===== src/rtl/draw_tank.sv =====
// Overlays one player tank (hull plus directional barrel) on the map pixel stream, with a 2-cycle pipeline.
// Optional DRAW_TANK_CLIP_EN restricts tank pixels to the playfield interior.
module draw_tank #(
  parameter int          HULL_SIZE  = 24,
  parameter int          BARREL_LEN = 12,
  parameter int          BARREL_W   = 4,
  parameter logic [11:0] HULL_RGB   = 12'h2_6_1,
  parameter logic [11:0] BARREL_RGB = 12'h1_3_0
) (
  input  logic        clk,
  input  logic        rst_n,
  input  logic [10:0] hcount_in,
  input  logic [9:0]  vcount_in,
  input  logic        hsync_in,
  input  logic        vsync_in,
  input  logic        hblnk_in,
  input  logic        vblnk_in,
  input  logic [11:0] rgb_in,
  input  logic [10:0] xpos_in,
  input  logic [9:0]  ypos_in,
  input  logic [1:0]  dir_in,
  input  logic        pos_valid_in,
  output logic        pos_ready_out,
  output logic [10:0] hcount_out,
  output logic [9:0]  vcount_out,
  output logic        hsync_out,
  output logic        vsync_out,
  output logic        hblnk_out,
  output logic        vblnk_out,
  output logic [11:0] rgb_out
);

  localparam logic [11:0] HS  = 12'(HULL_SIZE);
  localparam logic [11:0] BL  = 12'(BARREL_LEN);
  localparam logic [11:0] BW  = 12'(BARREL_W);
  localparam logic [11:0] OFS = 12'((HULL_SIZE - BARREL_W) / 2);
  localparam logic [11:0] ONE = 12'd1;

  logic [10:0] act_x_q, act_x_d, pend_x_q, pend_x_d;
  logic [9:0]  act_y_q, act_y_d, pend_y_q, pend_y_d;
  logic [1:0]  act_dir_q, act_dir_d, pend_dir_q, pend_dir_d;
  logic        pend_full_q, pend_full_d, vblnk_prev_q, vblnk_prev_d;

  logic        hull_hit_p1_q, hull_hit_p1_d, barrel_hit_p1_q, barrel_hit_p1_d;
  logic [10:0] hcount_p1_q, hcount_p2_q;
  logic [9:0]  vcount_p1_q, vcount_p2_q;
  logic        hsync_p1_q, vsync_p1_q, hblnk_p1_q, vblnk_p1_q;
  logic        hsync_p2_q, vsync_p2_q, hblnk_p2_q, vblnk_p2_q;
  logic [11:0] rgb_p1_q, rgb_p2_q, rgb_p2_d;

  logic [11:0] h12, v12, ax12, ay12;
  logic        bar_hcol, bar_vrow, in_win, vblnk_rise;

  assign pos_ready_out = ~pend_full_q;

  // Stage 0: handshake, frame update and hit test against the active set.
  // All compares keep offsets on the counter side so nothing underflows near 0.
  always_comb begin
    h12  = {1'b0, hcount_in};
    v12  = {2'b0, vcount_in};
    ax12 = {1'b0, act_x_q};
    ay12 = {2'b0, act_y_q};

    act_x_d      = act_x_q;
    act_y_d      = act_y_q;
    act_dir_d    = act_dir_q;
    pend_x_d     = pend_x_q;
    pend_y_d     = pend_y_q;
    pend_dir_d   = pend_dir_q;
    pend_full_d  = pend_full_q;
    vblnk_prev_d = vblnk_in;
    vblnk_rise   = vblnk_in && !vblnk_prev_q;

    if (vblnk_rise && pend_full_q) begin
      act_x_d     = pend_x_q;
      act_y_d     = pend_y_q;
      act_dir_d   = pend_dir_q;
      pend_full_d = 1'b0;
    end
    if (pos_valid_in && !pend_full_q) begin
      pend_x_d    = xpos_in;
      pend_y_d    = ypos_in;
      pend_dir_d  = dir_in;
      pend_full_d = 1'b1;
    end

`ifdef DRAW_TANK_CLIP_EN
    in_win = (h12 >= 12'd2) && (h12 <= 12'd766) && (v12 >= 12'd2) && (v12 <= 12'd765);
`else
    in_win = 1'b1;
`endif

    bar_hcol = (h12 >= ax12 + OFS) && (h12 <= ax12 + OFS + BW - ONE);
    bar_vrow = (v12 >= ay12 + OFS) && (v12 <= ay12 + OFS + BW - ONE);

    hull_hit_p1_d = in_win && (h12 >= ax12) && (h12 <= ax12 + HS - ONE)
                           && (v12 >= ay12) && (v12 <= ay12 + HS - ONE);
    unique case (act_dir_q)
      2'd0:    barrel_hit_p1_d = bar_hcol && (v12 + BL >= ay12) && (v12 + ONE <= ay12);
      2'd1:    barrel_hit_p1_d = bar_vrow && (h12 >= ax12 + HS) && (h12 <= ax12 + HS + BL - ONE);
      2'd2:    barrel_hit_p1_d = bar_hcol && (v12 >= ay12 + HS) && (v12 <= ay12 + HS + BL - ONE);
      default: barrel_hit_p1_d = bar_vrow && (h12 + BL >= ax12) && (h12 + ONE <= ax12);
    endcase
    barrel_hit_p1_d = barrel_hit_p1_d && in_win;

    if (hblnk_p1_q || vblnk_p1_q) rgb_p2_d = 12'h000;
    else if (barrel_hit_p1_q)     rgb_p2_d = BARREL_RGB;
    else if (hull_hit_p1_q)       rgb_p2_d = HULL_RGB;
    else                          rgb_p2_d = rgb_p1_q;
  end

  always_ff @(posedge clk or negedge rst_n) begin
    if (!rst_n) begin
      act_x_q         <= 11'd384;
      act_y_q         <= 10'd372;
      act_dir_q       <= 2'd0;
      pend_x_q        <= '0;
      pend_y_q        <= '0;
      pend_dir_q      <= '0;
      pend_full_q     <= 1'b0;
      vblnk_prev_q    <= 1'b0;
      hull_hit_p1_q   <= 1'b0;
      barrel_hit_p1_q <= 1'b0;
      hcount_p1_q     <= '0;
      vcount_p1_q     <= '0;
      hsync_p1_q      <= 1'b0;
      vsync_p1_q      <= 1'b0;
      hblnk_p1_q      <= 1'b0;
      vblnk_p1_q      <= 1'b0;
      rgb_p1_q        <= '0;
      hcount_p2_q     <= '0;
      vcount_p2_q     <= '0;
      hsync_p2_q      <= 1'b0;
      vsync_p2_q      <= 1'b0;
      hblnk_p2_q      <= 1'b0;
      vblnk_p2_q      <= 1'b0;
      rgb_p2_q        <= '0;
    end else begin
      act_x_q         <= act_x_d;
      act_y_q         <= act_y_d;
      act_dir_q       <= act_dir_d;
      pend_x_q        <= pend_x_d;
      pend_y_q        <= pend_y_d;
      pend_dir_q      <= pend_dir_d;
      pend_full_q     <= pend_full_d;
      vblnk_prev_q    <= vblnk_prev_d;
      // Stage 1: hit flags plus delayed timing and map colour.
      hull_hit_p1_q   <= hull_hit_p1_d;
      barrel_hit_p1_q <= barrel_hit_p1_d;
      hcount_p1_q     <= hcount_in;
      vcount_p1_q     <= vcount_in;
      hsync_p1_q      <= hsync_in;
      vsync_p1_q      <= vsync_in;
      hblnk_p1_q      <= hblnk_in;
      vblnk_p1_q      <= vblnk_in;
      rgb_p1_q        <= rgb_in;
      // Stage 2: composited colour and output timing.
      hcount_p2_q     <= hcount_p1_q;
      vcount_p2_q     <= vcount_p1_q;
      hsync_p2_q      <= hsync_p1_q;
      vsync_p2_q      <= vsync_p1_q;
      hblnk_p2_q      <= hblnk_p1_q;
      vblnk_p2_q      <= vblnk_p1_q;
      rgb_p2_q        <= rgb_p2_d;
    end
  end

  assign hcount_out = hcount_p2_q;
  assign vcount_out = vcount_p2_q;
  assign hsync_out  = hsync_p2_q;
  assign vsync_out  = vsync_p2_q;
  assign hblnk_out  = hblnk_p2_q;
  assign vblnk_out  = vblnk_p2_q;
  assign rgb_out    = rgb_p2_q;

endmodule


===== config.mk =====
export PLATFORM = sky130hd
export DESIGN_NAME = draw_tank
export DESIGN_NICKNAME = d
export VERILOG_FILES = /design/src/rtl/draw_tank.sv
export SDC_FILE = /design/constraint.sdc
export NUM_CORES = 1
export LEC_CHECK = 0
export ABC_AREA = 1
export ABC_CLOCK_PERIOD_IN_PS = 3270
export CAP_MARGIN = 20
export CORE_MARGIN = 1
export CORE_UTILIZATION = 53
export DETAILED_ROUTE_END_ITERATION = 7
export PLACE_DENSITY = 0.76
export SYNTH_ARGS = -nofsm -noshare
export SYNTH_HDL_FRONTEND = slang
export SYNTH_SLANG_ARGS = --single-unit
export TNS_END_PERCENT = 5

===== constraint.sdc =====
create_clock -name clk -period 3.27 [get_ports clk]
set_input_delay 0.654 -clock clk [delete_from_list [all_inputs] [get_ports clk]]
set_output_delay 0.654 -clock clk [all_outputs]
set_load 0.02 [all_outputs]

After elaboration in Yosys (flattened, before gate mapping)
Index checks and enable logic that the tools add are counted.
Operators by class
  add/sub/neg operators: 18
  $mul: 0
  div/mod/pow operators: 0
  $lt $le $gt $ge: 16
  eq/ne operators: 2
  shift-type cells: 0
  muxes and demuxes: 6
  bitwise logic cells: 1
  reductions and logical operators: 21
Operators with widths (number)
  12-bit by 1-bit subtractor with 12-bit output (second input constant): 6
  11-bit by 4-bit adder with 12-bit output (second input constant): 3
  10-bit by 12-bit <= comparator with 1-bit output: 3
  11-bit by 12-bit <= comparator with 1-bit output: 3
  12-bit 2-to-1 mux: 3
  10-bit by 12-bit >= comparator with 1-bit output: 2
  11-bit by 12-bit >= comparator with 1-bit output: 2
  10-bit by 4-bit adder with 11-bit output (second input constant): 2
  1-bit logical AND: 16
  11-bit by 1-bit adder with 12-bit output (second input constant): 1
  11-bit by 3-bit adder with 12-bit output (second input constant): 1
  11-bit by 5-bit adder with 12-bit output (second input constant): 1
  12-bit by 3-bit adder with 12-bit output (second input constant): 1
  12-bit by 4-bit adder with 12-bit output (second input constant): 1
  12-bit by 11-bit >= comparator with 1-bit output: 1
  12-bit by 11-bit <= comparator with 1-bit output: 1
  10-bit by 1-bit adder with 11-bit output (second input constant): 1
  10-bit by 5-bit adder with 11-bit output (second input constant): 1
  11-bit by 10-bit >= comparator with 1-bit output: 1
  11-bit >= comparator: 1
  11-bit by 10-bit <= comparator with 1-bit output: 1
  10-bit >= comparator: 1
  1-bit one-hot mux with 3 select lines: 1
  2-bit by 1-bit == test with 1-bit output (second input constant): 1
  other kinds (7): 9
Storage, ports and cells
  register bits after elaboration: 123
  latch bits: 0
  bits in writable memories: 0
  bits in read-only memories: 0
  output and inout bits: 38
  logic and storage cells: 87
  memories: 0

Depth between registers and ports, before layout
  depth in word-level cells: 8
  depth in mapped cells: 27
  depth with buffers taken out: 26

Worst setup path after synthesis
Ideal clock, no wire load.
  path type: flip-flop to flip-flop
  start point: reg act_y_q[3]
  end point: reg barrel_hit_p1_q
  library setup time: 0.062 ns
  arrival time: 2.969 ns
  data required time: 3.208 ns
  path slack: 0.239 ns
  cell stages (with the launch flop): 24
  clock period less this slack: 3.031 ns
  path through: dfrtp_1 buf_6 clkinv_2 ha_1 nand2_1 nand2_1 xor2_1 nand3_1 nor4_1 nand3_1 xor2_1 ha_1 nand2_1 inv_1 nand3_1 nor3_1 a21oi_1 nand2_1 nand2_1 nor2_1 nand3_1 nand3_1 nand2_1 inv_1
Between the ends
  word-level cells in the longest chain between the ends: 8
  elaborated cells between the ends (all ways): 22
  classes of those cells: add/sub (6); order compare (6); mux (1); reduce/logical (9)
RTL lines
  from (decl): RTL line 40  | logic [9:0] act_y_q, act_y_d, pend_y_q, pend_y_d;
  from (signal assigned): RTL line 140  | act_y_q <= act_y_d;
  10-bit by 4-bit adder with 11-bit output: RTL line 94  | bar_vrow = (v12 >= ay12 + OFS) && (v12 <= ay12 + OFS + BW - ONE);
  11-bit by 3-bit adder with 12-bit output: RTL line 94
  12-bit by 1-bit subtractor with 12-bit output: RTL line 94
  10-bit by 12-bit <= comparator with 1-bit output: RTL line 94
  1-bit logical AND: RTL line 94
  1-bit logical AND, on equally long branches (2 in a row): RTL line 102, 100
  1-bit one-hot mux with 3 select lines *: RTL line 98  | unique case (act_dir_q)
  net barrel_hit_p1_d: RTL line 44  | logic hull_hit_p1_q, hull_hit_p1_d, barrel_hit_p1_q, barrel_hit_p1_d;
  to (signal assigned): RTL line 149  | barrel_hit_p1_q <= barrel_hit_p1_d;
  to (decl): RTL line 44
Mark *: on every way through the listed nets, which the timed path passes. The rest lies on a longest branch.
A chain may end at the register's enable or synchronous reset.

Worst setup path in the final report
  start point: reg act_y_q[2]
  end point: reg barrel_hit_p1_q
Same word-level chain as after synthesis.

==> run metrics <==
CP Launch Point=act_y_q[2]$_DFFE_PN1P_; row cnt=49; DR iter-0 viols=472; Cell Int Power=5.06 mW; Syn Std Cell Area=9940 µm²; Final TNS setup=0 ns; CP Launch Type=flop; routability cong.=0.943; total gr overflow=0; CTS Buffer Depth=2; Seq/Total Area, Yosys=31.1%; I/O Buffers=100; Worst path depth=22; largest net degree at the start of global routing=67; Cell variety after synth=47; syn avg cell area=8.02 µm²; die area=19300 µm²; Tot Pwr=8.92 mW; routed length per instance=roughly 14 µm; Hold Violations, Final=0; setup violation total in the final timing report=0; Pre-Repair DR Iteration Count=8; Slowest-stage cell, CP=dfstp_2; Die Y=139 µm; Finished Core Util=69.1%; Num CTS Buffers=17; Max stage delay on crit path=around 0.53 ns; TritonCTS clock tree=done; clock share of power=22.0%; fmax=~0.32 GHz; CTS clk-pin slew, worst paths=0.06 ns; Cell Chain, Critical Path=ha_2 > buf_4 > a21oi_2 > nor2_1 > nor2_2 > nor3_2 > nand3_1 > xor2_1 > ha_1 > nand2_2 > nor2_4 > nand3_2 > a21oi_2 > nor2_1 > nor2_1 > a21boi_1 > nand2_1 > nand2_1 > nand4_1 > nand2_1 > nand2_1 > inv_1; vias post-DR=8678; first-pass GRT wire length=40.1 mm; chip width=139 µm; status=finished, violations left; Lkg Pwr=6.53 nW; share of post-route cells with drive strength above 1=14.0%; Ant. Diodes=0; RSZ-0062 raised after global routing=true; Reg power frac=21.7%; Worst path top cell family by delay=simple AND/OR/NAND/NOR gates; Max Fanout on Critical Path=2; Worst-Skew Late Latency=0.43 ns; Yosys warnings=0; clock root buffer=clkbuf_16; Final Non-Filler Cells=between 1500 and 2000; crit path to=barrel_hit_p1_q$_DFF_PN0_; post-layout minimum cycle time=3.11 ns; synthesis-to-layout area growth=26.2%; initial antenna violation count=0; Max-Slew Margin vs Limit=36.3%; Comb pwr share=56.4%; cell count of the worst reg-to-reg path=22; htree depth=4; DRT Wirelength=24.1 mm; Psw=3.86 mW; CP arrival=around 3.4 ns; Slew Limit Fails=0; failing checks=design-rule violations; max_cap viols=0; Total GRT Usage=26.1%; commonest non-fill, non-tap cells in the layout=270 x nand2_1, 176 x ha_1, 158 x inv_1; part of the cycle the worst path needs=95.2%; Buf/Inv on CP=2; HPWL Detailed=roughly 19 mm; CTS Hold Buffers Added=0; reg-to-reg endpoint=barrel_hit_p1_q$_DFF_PN0_; num ports=between 100 and 150; Max IR drop VDD=0.467 mV; Cells after DPL=1638; worst min path class=in -> async; RR Startpoint=act_y_q[2]$_DFFE_PN1P_; most common cell after layout, fill and taps aside=nand2_1; number of global-route vias before repair=8452; DRC violations left=10; Mapped Nets=1482; Worst Path Required=3.59 ns; Hold WS=~0.19 ns; Sw Share=43.3%; kind of critical path=reg -> reg; Post-DRT Antenna Nets=0; Tightest Pin Transition=about 0.93 ns; vias per std cell=between 5 and 6; nature of the critical path endpoint=flop; Initial Util=roughly 55%; nets@finish=1672; Synth Register Bits=roughly 120; Pwr Density=711 nW/µm²; clk_skew=between 0.009 and 0.01 ns; Cells after Synth=1239; CTS Sinks=123; reg2reg setup slack=0.16 ns; most used cell, CP=nand2_1; core footprint=18100 µm²
==> worst min path at each step <==
stage	cells after the start	from	end
2_1_floorplan	0	hcount_p1_q[0]$_DFF_PN0_	hcount_out[0]$_DFF_PN0_
3_3_place_gp	0	vcount_p1_q[1]$_DFF_PN0_	vcount_out[1]$_DFF_PN0_
3_5_place_dp	0	vcount_p1_q[7]$_DFF_PN0_	vcount_out[7]$_DFF_PN0_
4_1_cts	1	rst_n	vcount_out[2]$_DFF_PN0_
5_1_grt	1	rst_n	vcount_out[2]$_DFF_PN0_
6_report	1	rst_n	vcount_out[3]$_DFF_PN0_
==> Yosys cell counts, drive strengths merged <==
cell type / instances / share of area [%]
a21oi: 92 / 4.6
o41ai: 1 / 0.088
nor4b: 1 / 0.088
a41o: 1 / 0.10
nor3: 25 / 1.4
o211ai: 2 / 0.15
o21bai: 6 / 0.45
o221ai: 1 / 0.088
clkinv: 2 / 0.088
dfrtp: 116 / 29
o21ai: 20 / 1.0
nand4: 19 / 1.2
a21boi: 1 / 0.076
xnor2: 12 / 1.1
a21o: 4 / 0.30
inv: 168 / 6.4
and3: 1 / 0.063
o21a: 4 / 0.30
nand3b: 1 / 0.076
mux2: 23 / 2.6
nor4: 2 / 0.13
nand2: 281 / 11
and2: 1 / 0.063
nand3: 53 / 2.7
or2: 1 / 0.063
clkbuf: 6 / 0.23
xor2: 67 / 6.0
nor2: 128 / 5.1
a211oi: 4 / 0.30
o31ai: 2 / 0.15
o2111ai: 1 / 0.088
a2111oi: 1 / 0.088
ha: 180 / 23
dfstp: 7 / 1.9
buf: 5 / 0.42
==> sequential cells by signal, indices dropped and copies added (netlist names), 11 cells and up <==
register and cells:
act_x_q 11, hcount_out 11, rgb_p1_q 12, rgb_out 12, hcount_p1_q 11, pend_x_q 11
==> area by class of cell <==
cell class,instances,area (µm²)
Clock buffer,18,439
Multi-Input combinational cell,935,6270
Sequential cell,123,3090
Clock inverter,14,171
Timing Repair Buffer,182,1630
Inverter,170,642
Tap cell,229,287
Fill cell,1436,5610
==> power groups by stage <==
stage / Clock, mW / Combinational, mW / Sequential (mW)
final: 1.96 / 5.03 / 1.93
after global routing: 2.07 / 5.73 / 1.96
after CTS: 1.99 / 4.85 / 1.93
after detailed placement: 0 / 4.80 / 1.95
after global placement: 0 / 4.65 / 1.94
after floorplan: 0 / 3.30 / 1.96
==> timing repair <==
| action | CTS | global route |
|---|---|---|
| gates resized for setup | 0 | 37 |
| endpoints found under the setup margin | 0 | 2 |
| buffers inserted | 0 | 1 |
==> layer usage <==
metal	global-route usage, %	part of all wire, %	up-vias
li1	-	-	4422
met1	35.2	47	4009
met2	43.0	46	214
met3	4.07	5.2	33
met4	8.89	1.9	0
met5	0	0	-
==> logic make-up after synthesis <==
| group | after synthesis | synth area share, % |
|---|---|---|
| simple gates | 513 | 21.6 |
| buf+inv | 181 | 7.10 |
| compound gates | 140 | 7.83 |
| mux | 23 | 2.61 |
| flops | 123 | 31.1 |
| xor+xnor | 79 | 7.11 |
| fa+ha+maj | 180 | 22.7 |
==> metrics by stage <==
stage               worst slack (ns)  area, µm²
finish                         0.157      12500
CTS                           0.0633      12400
detailed placement           -0.0193      11800
global placement            -0.00241      11800
global route                 -0.0591      12500
floorplan                      0.239       9940
(Power assumes the default switching activity.)
==> patch: new RTL, same flow settings <==
Put one more register stage on the output `rgb_out`, cleared by the reset. The value now appears one clock later. The other outputs are not delayed to match.
--- a/src/rtl/draw_tank.sv
+++ b/src/rtl/draw_tank.sv
@@ -171,7 +171,13 @@
   assign vsync_out  = vsync_p2_q;
   assign hblnk_out  = hblnk_p2_q;
   assign vblnk_out  = vblnk_p2_q;
-  assign rgb_out    = rgb_p2_q;
+  always_ff @(posedge clk or negedge rst_n) begin
+    if (!rst_n) begin
+      rgb_out <= '0;
+    end else begin
+      rgb_out <= rgb_p2_q;
+    end
+  end
 
 endmodule
 
Behaviour: not the same (Yosys sat finds a counterexample within 4 cycles, from zero or initial values and one cycle with rst_n low).
==> patch against the original RTL <==
  * Sequential cell count grew 12
  * Wire length rose by 16%
  * Hold slack improved by 0.081 ns
  * First-iteration DRC count is 27% higher
  * Synthesized cell count rose by 1.6%
  * Cell area increased by 4.9%
  * Synthesized area is 4.2% higher
  * Via count up 6.8%
  * Worst setup slack got worse by 0.054 ns
  * Maximum frequency fell by 1.7%
  * Largest power group unchanged
  * Total power up 4.7%
==> patch: results <==
set metrics [dict create \
    seq_area_frac_synth_pct 32.7 \
    synthArstFlopShare_pct 100 \
    drtIter0Drc 599 \
    grtUsageTotal_pct 29.0 \
    p_clk_share_pct 21.2 \
    gp_congestion 0.975 \
    reg_top3 "rgb_out: 12 flops, rgb_p1_q: 12 flops, rgb_p2_q: 12 flops" \
    skew_ns 0.00796 \
    first_pass_iters 5 \
    synthTopCellsByCount "nand2_1 (264), ha_1 (180), inv_1 (165), dfrtp_1 (128), nor2_1 (119)" \
    arrival_ns 3.50 \
    pwr-share-seq_pct 22.8 \
    syn-num-nets 1502 \
    detail_route.wirelength.met1_um 11500 \
    p_int_mw 5.18 \
    drive_gt1_share_pct 15.4 \
    ys_types 48 \
    grt_pass1_vias 9352 \
    wl_met3_um 1370 \
    max_stage_delay_ns 0.55 \
    grt_pass1_wl_um 45400 \
    post-dp-hpwl_um 21200 \
    met2_length_um 13900 \
    synthTopCellsByArea "dfrtp_1 (31%), ha_1 (22%), nand2_1 (9.6%)" \
    finalWirelength_um 27900 \
    path_max_fanout 4 \
    p_leak_nw 6.79 \
    ir_worst_vdd_mv 0.359 \
    nets 1713 \
    hold_path_class "primary input to asynchronous set/reset pin" \
    tightest_slew_ns 0.899 \
    grt_max_degree 97 \
    status "finished clean" \
]
## patch: layout make-up
| cell class | instances | area (µm²) |
|---|---|---|
| clock buffers | 17 | 425 |
| clock inverters | 15 | 180 |
| fillers | 1520 | 5810 |
| inverters | 169 | 639 |
| multi-input cells | 941 | 6380 |
| flip-flops and latches | 135 | 3390 |
| well taps | 260 | 325 |
| repair buffers | 206 | 1800 |
## patch: final timing paths
kind / slack (ns) / endpoint / start
setup / recovery: 0.10 / barrel_hit_p1_q / act_y_q[4]
hold / removal: 0.27 / vsync_out / rst_n
setup reg to reg: 0.10 / barrel_hit_p1_q / act_y_q[4]
hold reg to reg: 0.35 / vcount_out[6] / vcount_p1_q[6]
max in group asynchronous: 2.17 / rgb_out[1] / rst_n
min in group clk: 0.35 / vcount_out[6] / vcount_p1_q[6]
## patch: per-stage QoR
| step | setup slack, ns | total power, mW | cells |
|---|---|---|---|
| after global placement | -0.0673 | 6.95 | 1711 |
| after floorplan | 0.241 | 5.43 | 1259 |
| after CTS | 0.0608 | 9.16 | 1743 |
| after detailed placement | -0.157 | 7.12 | 1711 |
| final | 0.103 | 9.34 | 1743 |
| after global routing | -0.147 | 10.1 | 1743 |
## patch: routing by layer
metal	GRT usage (%)	vias up
li1	-	4550
met1	34.2	4361
met2	51.2	273
met3	4.93	80
met4	14.1	0
met5	0	-
## patch: logic make-up after synthesis
logic type	after synthesis	share of synthesized area [%]
AND/OR/NAND/NOR	515	21.5
buffers and inverters	183	6.95
adder cells (fa/ha/maj)	180	21.8
AO/OA/AOI/OAI	148	7.93
flip-flops	135	32.7
XOR/XNOR	84	7.65
multiplexers	14	1.52
## patch: timing repair
action,in CTS,in global routing
hold endpoints to repair,0,0
gates resized for setup,1,36
setup endpoints to repair,1,2
pin swaps,0,8
cloned,0,0
